[src/rtl/buzzer_pkg.sv]
// Shared types and default timing for the buzzer tone scheduler.
// State encoding doubles as the active_id output encoding.
package buzzer_pkg;

    typedef enum logic [1:0] {
        ST_IDLE  = 2'd0,
        ST_CLICK = 2'd1,
        ST_PASS  = 2'd2,
        ST_FAIL  = 2'd3
    } buzz_state_e;

    localparam logic [1:0] ID_NONE  = 2'd0;
    localparam logic [1:0] ID_CLICK = 2'd1;
    localparam logic [1:0] ID_PASS  = 2'd2;
    localparam logic [1:0] ID_FAIL  = 2'd3;

    localparam int unsigned DEF_CLICK_HALF  = 32'd50000;
    localparam int unsigned DEF_CLICK_LEN   = 32'd10000000;
    localparam int unsigned DEF_PASS_HALF   = 32'd25000;
    localparam int unsigned DEF_PASS_LEN    = 32'd30000000;
    localparam int unsigned DEF_FAIL_HALF   = 32'd100000;
    localparam int unsigned DEF_FAIL_LEN    = 32'd15000000;
    localparam int unsigned DEF_FAIL_GAP_LO = 32'd5000000;
    localparam int unsigned DEF_FAIL_GAP_HI = 32'd10000000;

    // Open interval test used for the silent window of the failure tone.
    function automatic logic in_window(input logic [31:0] cnt,
                                       input logic [31:0] lo,
                                       input logic [31:0] hi);
        return (cnt > lo) && (cnt < hi);
    endfunction

endpackage

[src/rtl/buzzer_sched_if.sv]
// Request/status bundle between a tone requester and buzzer_sched.
interface buzzer_sched_if;
    logic       req_click;
    logic       req_pass;
    logic       req_fail;
    logic       buzzer;
    logic       busy;
    logic [1:0] active_id;

    modport master (output req_click, req_pass, req_fail,
                    input  buzzer, busy, active_id);
    modport slave  (input  req_click, req_pass, req_fail,
                    output buzzer, busy, active_id);
endinterface

[src/rtl/buzzer_sched_tone_gen.sv]
// Half-period toggle counter; wave is the registered, masked square wave.
module tone_gen (
    input  logic        clk,
    input  logic        rst_n,
    input  logic        restart,
    input  logic        run,
    input  logic        mask,
    input  logic [31:0] half,
    output logic        wave
);
    logic [31:0] cnt_r;
    logic [31:0] cnt_next_s;
    logic        phase_r;
    logic        phase_next_s;

    // Next half counter and phase: restart starts high, idle parks low.
    always_comb begin
        cnt_next_s   = cnt_r;
        phase_next_s = phase_r;
        if (restart) begin
            cnt_next_s   = 32'd0;
            phase_next_s = 1'b1;
        end else if (run) begin
            if (cnt_r == half - 32'd1) begin
                cnt_next_s   = 32'd0;
                phase_next_s = ~phase_r;
            end else begin
                cnt_next_s   = cnt_r + 32'd1;
                phase_next_s = phase_r;
            end
        end else begin
            cnt_next_s   = 32'd0;
            phase_next_s = 1'b0;
        end
    end

    // Counter, phase and gated output registers.
    always_ff @(posedge clk or negedge rst_n) begin
        if (!rst_n) begin
            cnt_r   <= 32'd0;
            phase_r <= 1'b0;
            wave    <= 1'b0;
        end else begin
            cnt_r   <= cnt_next_s;
            phase_r <= phase_next_s;
            wave    <= phase_next_s & ~mask;
        end
    end
endmodule

[src/rtl/buzzer_sched.sv]
// Priority tone scheduler (FAIL > PASS > CLICK) driving a single buzzer.
// Optional BUZZER_SCHED_MUTE_EN adds a mute input that silences the buzzer only.
module buzzer_sched
    import buzzer_pkg::*;
#(
    parameter int unsigned CLICK_HALF  = DEF_CLICK_HALF,
    parameter int unsigned CLICK_LEN   = DEF_CLICK_LEN,
    parameter int unsigned PASS_HALF   = DEF_PASS_HALF,
    parameter int unsigned PASS_LEN    = DEF_PASS_LEN,
    parameter int unsigned FAIL_HALF   = DEF_FAIL_HALF,
    parameter int unsigned FAIL_LEN    = DEF_FAIL_LEN,
    parameter int unsigned FAIL_GAP_LO = DEF_FAIL_GAP_LO,
    parameter int unsigned FAIL_GAP_HI = DEF_FAIL_GAP_HI
) (
    input  logic          clk,
    input  logic          RSTn,
`ifdef BUZZER_SCHED_MUTE_EN
    input  logic          mute,
`endif
    buzzer_sched_if.slave bus
);
    buzz_state_e state_r, state_next_s;
    logic [31:0] dur_r, dur_next_s;
    logic        pend_r, pend_next_s;
    logic        busy_r;
    logic        restart_s, end_mask_s, ending_s, gap_s, run_s, mask_s;
    logic [31:0] half_s, len_end_s;

    // Per-state tone timing.
    always_comb begin
        case (state_r)
            ST_CLICK: begin half_s = CLICK_HALF; len_end_s = CLICK_LEN - 32'd1; end
            ST_PASS:  begin half_s = PASS_HALF;  len_end_s = PASS_LEN - 32'd1;  end
            ST_FAIL:  begin half_s = FAIL_HALF;  len_end_s = FAIL_LEN - 32'd1;  end
            default:  begin half_s = 32'd1;      len_end_s = 32'd0;             end
        endcase
    end

    assign ending_s = (state_r != ST_IDLE) && (dur_r == len_end_s);

    // Next-state: requests by priority, then natural end, then keep counting.
    always_comb begin
        state_next_s = state_r;
        dur_next_s   = dur_r + 32'd1;
        pend_next_s  = pend_r;
        restart_s    = 1'b0;
        end_mask_s   = 1'b0;
        if (bus.req_fail) begin
            state_next_s = ST_FAIL;
            dur_next_s   = 32'd0;
            restart_s    = 1'b1;
            if (bus.req_pass) begin
                pend_next_s = 1'b1;
            end else begin
                pend_next_s = pend_r;
            end
        end else if (bus.req_pass && (state_r == ST_FAIL) && !ending_s) begin
            pend_next_s = 1'b1;
        end else if (bus.req_pass) begin
            state_next_s = ST_PASS;
            dur_next_s   = 32'd0;
            restart_s    = 1'b1;
            pend_next_s  = 1'b0;
        end else if (bus.req_click && ((state_r == ST_IDLE) || (state_r == ST_CLICK) ||
                                       (ending_s && !pend_r))) begin
            state_next_s = ST_CLICK;
            dur_next_s   = 32'd0;
            restart_s    = 1'b1;
        end else if (ending_s) begin
            dur_next_s = 32'd0;
            if (pend_r) begin
                // Pending pass starts on the ending edge; that edge still drives 0.
                state_next_s = ST_PASS;
                restart_s    = 1'b1;
                pend_next_s  = 1'b0;
                end_mask_s   = 1'b1;
            end else begin
                state_next_s = ST_IDLE;
            end
        end else if (state_r == ST_IDLE) begin
            dur_next_s = 32'd0;
        end else begin
            dur_next_s = dur_r + 32'd1;
        end
    end

    assign run_s = (state_next_s != ST_IDLE) && !restart_s;
    assign gap_s = (state_next_s == ST_FAIL) && in_window(dur_next_s, FAIL_GAP_LO, FAIL_GAP_HI);
`ifdef BUZZER_SCHED_MUTE_EN
    assign mask_s = (state_next_s == ST_IDLE) | end_mask_s | gap_s | mute;
`else
    assign mask_s = (state_next_s == ST_IDLE) | end_mask_s | gap_s;
`endif

    // State, duration counter, pending flag and busy register.
    always_ff @(posedge clk or negedge RSTn) begin
        if (!RSTn) begin
            state_r <= ST_IDLE;
            dur_r   <= 32'd0;
            pend_r  <= 1'b0;
            busy_r  <= 1'b0;
        end else begin
            state_r <= state_next_s;
            dur_r   <= dur_next_s;
            pend_r  <= pend_next_s;
            busy_r  <= (state_next_s != ST_IDLE);
        end
    end

    tone_gen u_tone_gen (
        .clk     (clk),
        .rst_n   (RSTn),
        .restart (restart_s),
        .run     (run_s),
        .mask    (mask_s),
        .half    (half_s),
        .wave    (bus.buzzer)
    );

    assign bus.busy      = busy_r;
    assign bus.active_id = state_r;
endmodule

[src/flat_wrapper.sv]
// flat-port wrapper written by rule: the top's interface ports become plain ports
module buzzer_sched_flat import buzzer_pkg::*;
#(
    parameter int unsigned CLICK_HALF  = DEF_CLICK_HALF,
    parameter int unsigned CLICK_LEN   = DEF_CLICK_LEN,
    parameter int unsigned PASS_HALF   = DEF_PASS_HALF,
    parameter int unsigned PASS_LEN    = DEF_PASS_LEN,
    parameter int unsigned FAIL_HALF   = DEF_FAIL_HALF,
    parameter int unsigned FAIL_LEN    = DEF_FAIL_LEN,
    parameter int unsigned FAIL_GAP_LO = DEF_FAIL_GAP_LO,
    parameter int unsigned FAIL_GAP_HI = DEF_FAIL_GAP_HI
)
  (clk, RSTn, bus_req_click, bus_req_pass, bus_req_fail, bus_buzzer, bus_busy, bus_active_id);
  buzzer_sched_if bus_i ();
  input  logic clk;
  input  logic RSTn;
  input wire logic [$bits(bus_i.req_click)-1:0] bus_req_click;
  input wire logic [$bits(bus_i.req_pass)-1:0] bus_req_pass;
  input wire logic [$bits(bus_i.req_fail)-1:0] bus_req_fail;
  output wire logic [$bits(bus_i.buzzer)-1:0] bus_buzzer;
  output wire logic [$bits(bus_i.busy)-1:0] bus_busy;
  output wire logic [$bits(bus_i.active_id)-1:0] bus_active_id;
  assign bus_i.req_click = bus_req_click;
  assign bus_i.req_pass = bus_req_pass;
  assign bus_i.req_fail = bus_req_fail;
  assign bus_buzzer = bus_i.buzzer;
  assign bus_busy = bus_i.busy;
  assign bus_active_id = bus_i.active_id;
  buzzer_sched #(.CLICK_HALF(CLICK_HALF), .CLICK_LEN(CLICK_LEN), .PASS_HALF(PASS_HALF), .PASS_LEN(PASS_LEN), .FAIL_HALF(FAIL_HALF), .FAIL_LEN(FAIL_LEN), .FAIL_GAP_LO(FAIL_GAP_LO), .FAIL_GAP_HI(FAIL_GAP_HI)) u_core (.clk(clk), .RSTn(RSTn), .bus(bus_i));
endmodule
[config.mk]
export PLATFORM = sky130hd
export DESIGN_NAME = buzzer_sched_flat
export DESIGN_NICKNAME = d
export VERILOG_FILES = /design/src/rtl/buzzer_pkg.sv /design/src/rtl/buzzer_sched_if.sv /design/src/rtl/buzzer_sched_tone_gen.sv /design/src/rtl/buzzer_sched.sv /design/src/flat_wrapper.sv
export SDC_FILE = /design/constraint.sdc
export NUM_CORES = 1
export LEC_CHECK = 0
export BUFFER_PORTS_ARGS = -buffer_cell sky130_fd_sc_hd__clkbuf_2
export CAP_MARGIN = 30
export CORE_UTILIZATION = 68
export DETAILED_ROUTE_END_ITERATION = 10
export PLACE_DENSITY = 0.85
export SLEW_MARGIN = 20
export SYNTH_ARGS = -nofsm -noshare
export SYNTH_HDL_FRONTEND = slang
export SYNTH_SLANG_ARGS = --single-unit
export TNS_END_PERCENT = 50
[constraint.sdc]
create_clock -name clk -period 5 [get_ports clk]
set_clock_uncertainty 0.05 [all_clocks]
set_input_delay 1 -clock clk [delete_from_list [all_inputs] [get_ports clk]]
set_output_delay 1 -clock clk [all_outputs]
set_load 0.03 [all_outputs]
**Word-level counts from Yosys, hierarchy flattened**

Cells that the tools add are included.

- Register bits: 70
- Input port bits: 5
- Output and inout port bits: 4

- $add $sub $neg: 3
- Magnitude comparators: 2
- Equal/unequal tests: 8
- Multiplexer cells: 36
- Bitwise logic cells: 5
- Reduce and logical (&&, ||, !) cells: 19

Operators by type and width:

| operator | number |
|---|---|
| $mux 32 | 9 |
| $pmux 25 s3 | 1 |
| $add 32x1->32 const B | 2 |
| $pmux 17 s3 | 1 |
| $eq 32x25->1 | 1 |
| $eq 32x32->1 | 1 |
| $gt 32x23->1 const B | 1 |
| $lt 32x24->1 const B | 1 |
| $mux 1 | 19 |
| $sub 17x1->18 const B | 1 |
| $mux 2 | 6 |
| $logic_and 1x1->1 | 8 |
| $eq 2x2->1 const B | 3 |
| $logic_not 2->1 | 2 |
| $reduce_bool 2->1 | 2 |
| $logic_not 1->1 | 3 |
| $ne 3x2->1 const B | 1 |
| $reduce_and 3->1 | 1 |
| $reduce_bool 3->1 | 1 |
| $eq 2x1->1 const B | 1 |
| $logic_or 1x1->1 | 2 |
| $ne 2x2->1 const B | 1 |
| $not 1->1 | 2 |
| $or 1x1->1 | 2 |
| $and 1x1->1 | 1 |

**Longest topological paths before layout**

- Word-level depth: 17
- Mapped depth: 16

**Cells and area by module**

From an unflattened synthesis, not the netlist that was laid out.

- Cells, all modules: 689
- Area total of the unflattened synthesis: 5,674.2 µm²

By module, submodules not included:

| module | times used | cells an instance | area each (µm²) | seq. area each (µm²) |
|---|---|---|---|---|
| buzzer_sched | 1 | 360 | 2,867.8 | 900.9 |
| tone_gen | 1 | 329 | 2,806.4 | 850.8 |

**Least setup slack after synthesis**

No wires, ideal clock.

- Path kind: flip-flop to flip-flop
- Start: reg u_core.state_r[0] (netlist: u_core.bus.active_id[0])
- End: reg u_core.u_tone_gen.wave
- Library setup time: 0.120 ns
- Arrival time: 3.232 ns
- Data required time: 4.830 ns
- Path slack: 1.597 ns
- Cell stages (with the launch flop): 12
- Buffers on the path: 0
- Clock period less this slack: 3.403 ns
- Cell sequence: dfrtp_1 inv_1 ha_1 or4_1 a211o_1 a211o_2 nor2_8 mux2i_1 o21bai_2 nand2b_2 a21bo_2 o211a_1

- Elaborated cells on any way between the ends: 54
- Classes of those cells: 1 x add/sub; 2 x order compare; 6 x eq/ne; 25 x mux; 4 x bitwise; 16 x reduce/logical

RTL lines:

| item | RTL line | RTL |
|---|---|---|
| from (decl) | buzzer_sched.sv:22 | `buzz_state_e state_r, state_next_s;` |
| from (signal assigned) | buzzer_sched.sv:103 | `state_r <= state_next_s;` |
| $eq 2x2->1, or another cell as far along | buzzer_sched.sv:31, buzzer_sched.sv:57 |  |
| $pmux 25 s3 | buzzer_sched.sv:31 | `case (state_r)` |
| $eq 32x25->1 | buzzer_sched.sv:39 | `assign ending_s = (state_r != ST_IDLE) && (dur_r == len_end_s);` |
| $logic_and 1x1->1 | buzzer_sched.sv:39 |  |
| $logic_and 1x1->1 | buzzer_sched.sv:65 | `(ending_s && !pend_r))) begin` |
| $logic_or 1x1->1 | buzzer_sched.sv:64 | `end else if (bus.req_click && ((state_r == ST_IDLE) \|\| (state_r == ST_CLICK) \|\|` |
| $logic_and 1x1->1 | buzzer_sched.sv:64 |  |
| $mux 2 | buzzer_sched.sv:64 |  |
| [2 not listed] | - |  |
| $mux 2 (*) | buzzer_sched.sv:48 | `if (bus.req_fail) begin` |
| net u_core.state_next_s[0] | buzzer_sched.sv:22 |  |
| $reduce_bool 2->1 (*) | buzzer_sched.sv:87 | `assign run_s = (state_next_s != ST_IDLE) && !restart_s;` |
| $logic_and 1x1->1 (*) | buzzer_sched.sv:87 |  |
| $mux 1 (*) | buzzer_sched_tone_gen.sv:23 | `end else if (run) begin` |
| $mux 1 (*) | buzzer_sched_tone_gen.sv:20 | `if (restart) begin` |
| net u_core.u_tone_gen.phase_next_s | buzzer_sched_tone_gen.sv:14 | `logic phase_next_s;` |
| $and 1x1->1 (*) | buzzer_sched_tone_gen.sv:46 | `wave <= phase_next_s & ~mask;` |
| to (signal assigned) | buzzer_sched_tone_gen.sv:46 |  |
| to (decl) | buzzer_sched_tone_gen.sv:9 | `output logic wave` |

The timed path passes the listed nets; every way through them passes the cells marked *.
A chain may end at the register's enable or synchronous reset.

**Final worst setup path**

- Start: reg u_core.state_r[0] (netlist: u_core.bus.active_id[0])
- End: reg u_core.u_tone_gen.wave

- Word-level cells in the longest chain between the ends: 17
- Elaborated cells on any way between the ends: 54
- Classes of those cells: 1 x add/sub; 2 x order compare; 6 x eq/ne; 25 x mux; 4 x bitwise; 16 x reduce/logical

RTL lines:

| item | RTL line | RTL |
|---|---|---|
| $eq 2x2->1, or another cell as far along | buzzer_sched.sv:31, buzzer_sched.sv:57 |  |
| $pmux 25 s3 | buzzer_sched.sv:31 |  |
| $eq 32x25->1 | buzzer_sched.sv:39 |  |
| $logic_and 1x1->1 | buzzer_sched.sv:39 |  |
| $logic_and 1x1->1 | buzzer_sched.sv:65 |  |
| $logic_or 1x1->1 | buzzer_sched.sv:64 |  |
| $logic_and 1x1->1 | buzzer_sched.sv:64 |  |
| $mux 32 | buzzer_sched.sv:64 |  |
| $mux 32 | buzzer_sched.sv:59 | `end else if (bus.req_pass) begin` |
| $mux 32 | buzzer_sched.sv:57 | `end else if (bus.req_pass && (state_r == ST_FAIL) && !ending_s) begin` |
| $mux 32 | buzzer_sched.sv:48 |  |
| $gt 32x23->1 or $lt 32x24->1 (tied branches) | buzzer_pkg.sv:30 | `return (cnt > lo) && (cnt < hi);` |
| $logic_and 1x1->1 | buzzer_pkg.sv:30 |  |
| $logic_and 1x1->1 | buzzer_sched.sv:88 | `assign gap_s = (state_next_s == ST_FAIL) && in_window(dur_next_s, FAIL_GAP_LO, FAIL_GAP_HI);` |
| $or 1x1->1 | buzzer_sched.sv:92 | `assign mask_s = (state_next_s == ST_IDLE) \| end_mask_s \| gap_s;` |
| $not 1->1 | buzzer_sched_tone_gen.sv:46 |  |
| $and 1x1->1 (*) | buzzer_sched_tone_gen.sv:46 |  |

Mark *: on every way between the ends. The rest lies on a longest branch, timed or not.

==> results.yml <==
worst_setup_path:
  ff2ff_setup_slack_ps: 960
  worst_ep_required_time_ps: 5190
  cp.arrival_ps: 4230
  cp_max_fo: 21
  critPathLaunchType: "flip-flop"
  crit_type: "flip-flop to flip-flop"
  ff2ff_path_depth: 11
  end_kind: "flip-flop"
  r2r_end: "u_core.u_tone_gen.wave"
  r2r_start: "u_core.bus.active_id[0]"
grt:
  track_usage_pct: 30.0
  grt_max_degree: 43
  grt_antenna_before_repair: 0
  grt_pass1_vias: 3463
  grt-ovfl-total: 0
  grt_first_pass_wirelength_um: 16500
yosys:
  syn_area_sq_mm: 0.00447
  synth_seq_area_share_pct: 39.2
  synth_top_area_share_pct: 39.2
  synthTopCellsByArea: "dfrtp_1 (39%), xor2_1 (7.2%), nor2_1 (7.1%), xnor2_1 (6.9%), nand4_1 (3.5%)"
  synth_edf_count: 0
  avgSynthCellArea_sq_um: 8.75
  synthCells: 511
  synthDistinctLibCells: 55
  yosysWarnings: 0
  synth_seq_cells: 70
  yosys.area.top_type: "dfrtp_1"
  ys.flop_type: "dfrtp_1"
  syn_nets: 526
  synth-async-reset-ratio_pct: 100
clock_network:
  hold_buffers: 0
  root_buffer: "clkbuf_8"
  cts_tree: "yes"
  htree_levels: 3
  cts_buffer_depth: 2
  post_cts_buffers: 0
  clk_pin_slew_ps: 70
  cts_made_buffers: 9
  worstSkewPairLatency_ps: 350
  cts.sinks: 70
  cts_resized: 0
placed_design:
  dp_slack_ps: 1020
  dp.cells: 571
  dpl_cell_area_sq_mm: 0.00449
  hpwlAfterDp_um: 7030
  place_congestion: 0.973
  port_buffers: 8
routing:
  vias_per_cell: 6.34
  antenna_left: 0
  drt_pass1_iterations: 5
  wl_per_cell_um: 16.7
  routed_wl_um: 9780
  drt-initial-drc-count: 230
  drcViolationCount: 0
  vias: 3721
floorplanning:
  die_area_sq_mm: 0.00691
  initial_core_util_pct: 70.4
  ioPinCount: 9
  die_h_um: 83.1
  coreArea_sq_mm: 0.00635
  die-width_um: 83.1
  num_rows: 29
timing:
  max-slew-margin-rel_pct: 41.1
  setup_violations: 0
  fmax_mhz: 248
  rsz0062_at_grt: "no"
  fin_tns_setup_ps: 0
  finalHoldViolCount: 0
  fin_crit_ps: 4040
  max_slew.worst_pin.slew_ps: 883
  min_period_over_period_pct: 80.8
  fin_ws_ps: 960
  finalMaxSlewViolations: 0
worst_hold_path:
  hp-start: "u_core.u_tone_gen.cnt_r[0]"
  hp-class: "flip-flop to flip-flop"
  hold_end: "u_core.u_tone_gen.cnt_r[0]"
  hold_depth: 1
power:
  powerDensity_mw_per_mm2: 239
  peakVddDrop_v: 0.000183
  power.leakage_uw: 0.00193
job:
  max_cap_violations: 0
outcome:
  outcome: "complete, no violations"
layout:
  design_area_sq_mm: 0.00471
  fin_cells: 587
  n_antenna_cell: 0
  drive_gt1_share_pct: 6.86
  nets: 520
  area_growth_pct: 5.29
==> per-layer routing <==
| layer | track usage [%] | vias to the layer above | wire length, um |
|---|---|---|---|
| met1 | 40.0 | 1759 | 4150 |
| met4 | 17.4 | 0 | 324 |
| met2 | 47.5 | 145 | 4690 |
| li1 | - | 1793 | - |
| met3 | 3.78 | 24 | 611 |
| met5 | 0 | - | 0 |
==> power by group <==
group          switching [uW]  leakage (uW)  internal [uW]
registers                3.78      0.000943            569
clock network             221      0.000106            282
logic                    35.7      0.000883           12.2
==> cells by family (layout without fill, tap and decap cells) <==
logic type / count (synthesis) / after routing / share of synthesized area (%)
buffers and inverters: 43 / 42 / 4.39
multiplexers: 2 / 2 / 0.448
AND/OR/NAND/NOR: 250 / 250 / 29.1
XOR/XNOR: 72 / 72 / 14.1
adder cells (fa/ha/maj): 10 / 10 / 2.80
AO/OA/AOI/OAI: 64 / 64 / 10.0
flip-flops: 70 / 70 / 39.2
==> stage by stage <==
| stage | util, % | hold WS (ps) | total power, uW |
|---|---|---|---|
| CTS | 74.2 | 431 | 1130 |
| detailed placement | 70.7 | 420 | 632 |
| finish | 74.2 | 427 | 1120 |
| global placement | 70.7 | 412 | 631 |
| floorplan | - | 393 | 613 |
| global route | 74.2 | 451 | 1160 |
==> cell usage after synthesis (all sizes together) (4+ instances only) <==
master and instances:
a21oi 12, nor3 20, nor4 10, nand2b 6, xnor2 35, buf 11, nand4 25, a211oi 5
nand2 31, and3 16, and4 9, or3 5, clkbuf 16, a211o 5, xor2 37, and2 4
o21ai 12, dfrtp 70, nand3 26, inv 16, o211ai 5, nor2 86, ha 10
==> flip-flops by register name, summed over array words and instances (netlist names) <==
name / count
u_core.dur_r: 32
u_core.u_tone_gen.cnt_r: 32
u_core.bus.active_id: 2
u_core.bus.busy: 1
u_core.pend_r: 1
u_core.u_tone_gen.phase_r: 1
u_core.u_tone_gen.wave: 1
==> worst max-delay path: stages (launching register included) <==
cell	delay [ps]
dfrtp_1	530
inv_1	140
ha_1	280
or4_1	530
a211o_1	310
a211o_2	410
o21ai_2	730
buf_4	350
or4_1	180
o21a_1	120
o211ai_1	90
o211a_1	210
==> layout make-up <==
type,instances,area [sq um]
multi-input cells,398,2520
flip-flops and latches,70,1750
fillers,483,1640
clock buffers,9,124
clock inverters,7,97.6
well taps,77,96.3
inverters,16,60.1
repair buffers,10,55.1
==> cell usage in the layout (no fill, tap or decap), drive strengths merged, types with 3 or more instances in the layout <==
| master | netlist | routed |
|---|---|---|
| a211o | 5 | 5 |
| a211oi | 5 | 5 |
| a21oi | 12 | 12 |
| a31oi | 3 | 3 |
| and2 | 4 | 4 |
| and3 | 16 | 16 |
| and4 | 9 | 9 |
| buf | 11 | 3 |
| clkbuf | 16 | 16 |
| dfrtp | 70 | 70 |
| ha | 10 | 10 |
| inv | 16 | 17 |
| nand2 | 31 | 31 |
| nand2b | 6 | 6 |
| nand3 | 26 | 26 |
| nand4 | 25 | 25 |
| nor2 | 86 | 86 |
| nor2b | 3 | 3 |
| nor3 | 20 | 20 |
| nor4 | 10 | 10 |
| nor4b | 3 | 3 |
| o211ai | 5 | 5 |
| o21ai | 12 | 12 |
| o22ai | 3 | 3 |
| or3 | 5 | 5 |
| or4 | 3 | 3 |
| xnor2 | 35 | 35 |
| xor2 | 37 | 37 |
==> worst max-delay path by stage <==
| stage | startpoint | end | slack [ps] | cells after the start |
|---|---|---|---|---|
| after global routing | u_core.bus.active_id[0] | u_core.u_tone_gen.wave | 710 | 13 |
| after detailed placement | u_core.bus.active_id[0] | u_core.u_tone_gen.wave | 1020 | 11 |
| after global placement | u_core.bus.active_id[0] | u_core.u_tone_gen.wave | 1130 | 11 |
| after CTS | u_core.bus.active_id[0] | u_core.u_tone_gen.wave | 990 | 11 |
| final | u_core.bus.active_id[0] | u_core.u_tone_gen.wave | 960 | 11 |
| after floorplan | u_core.bus.active_id[0] | u_core.u_tone_gen.wave | 1600 | 11 |
Power figures use the tool's default switching activity.
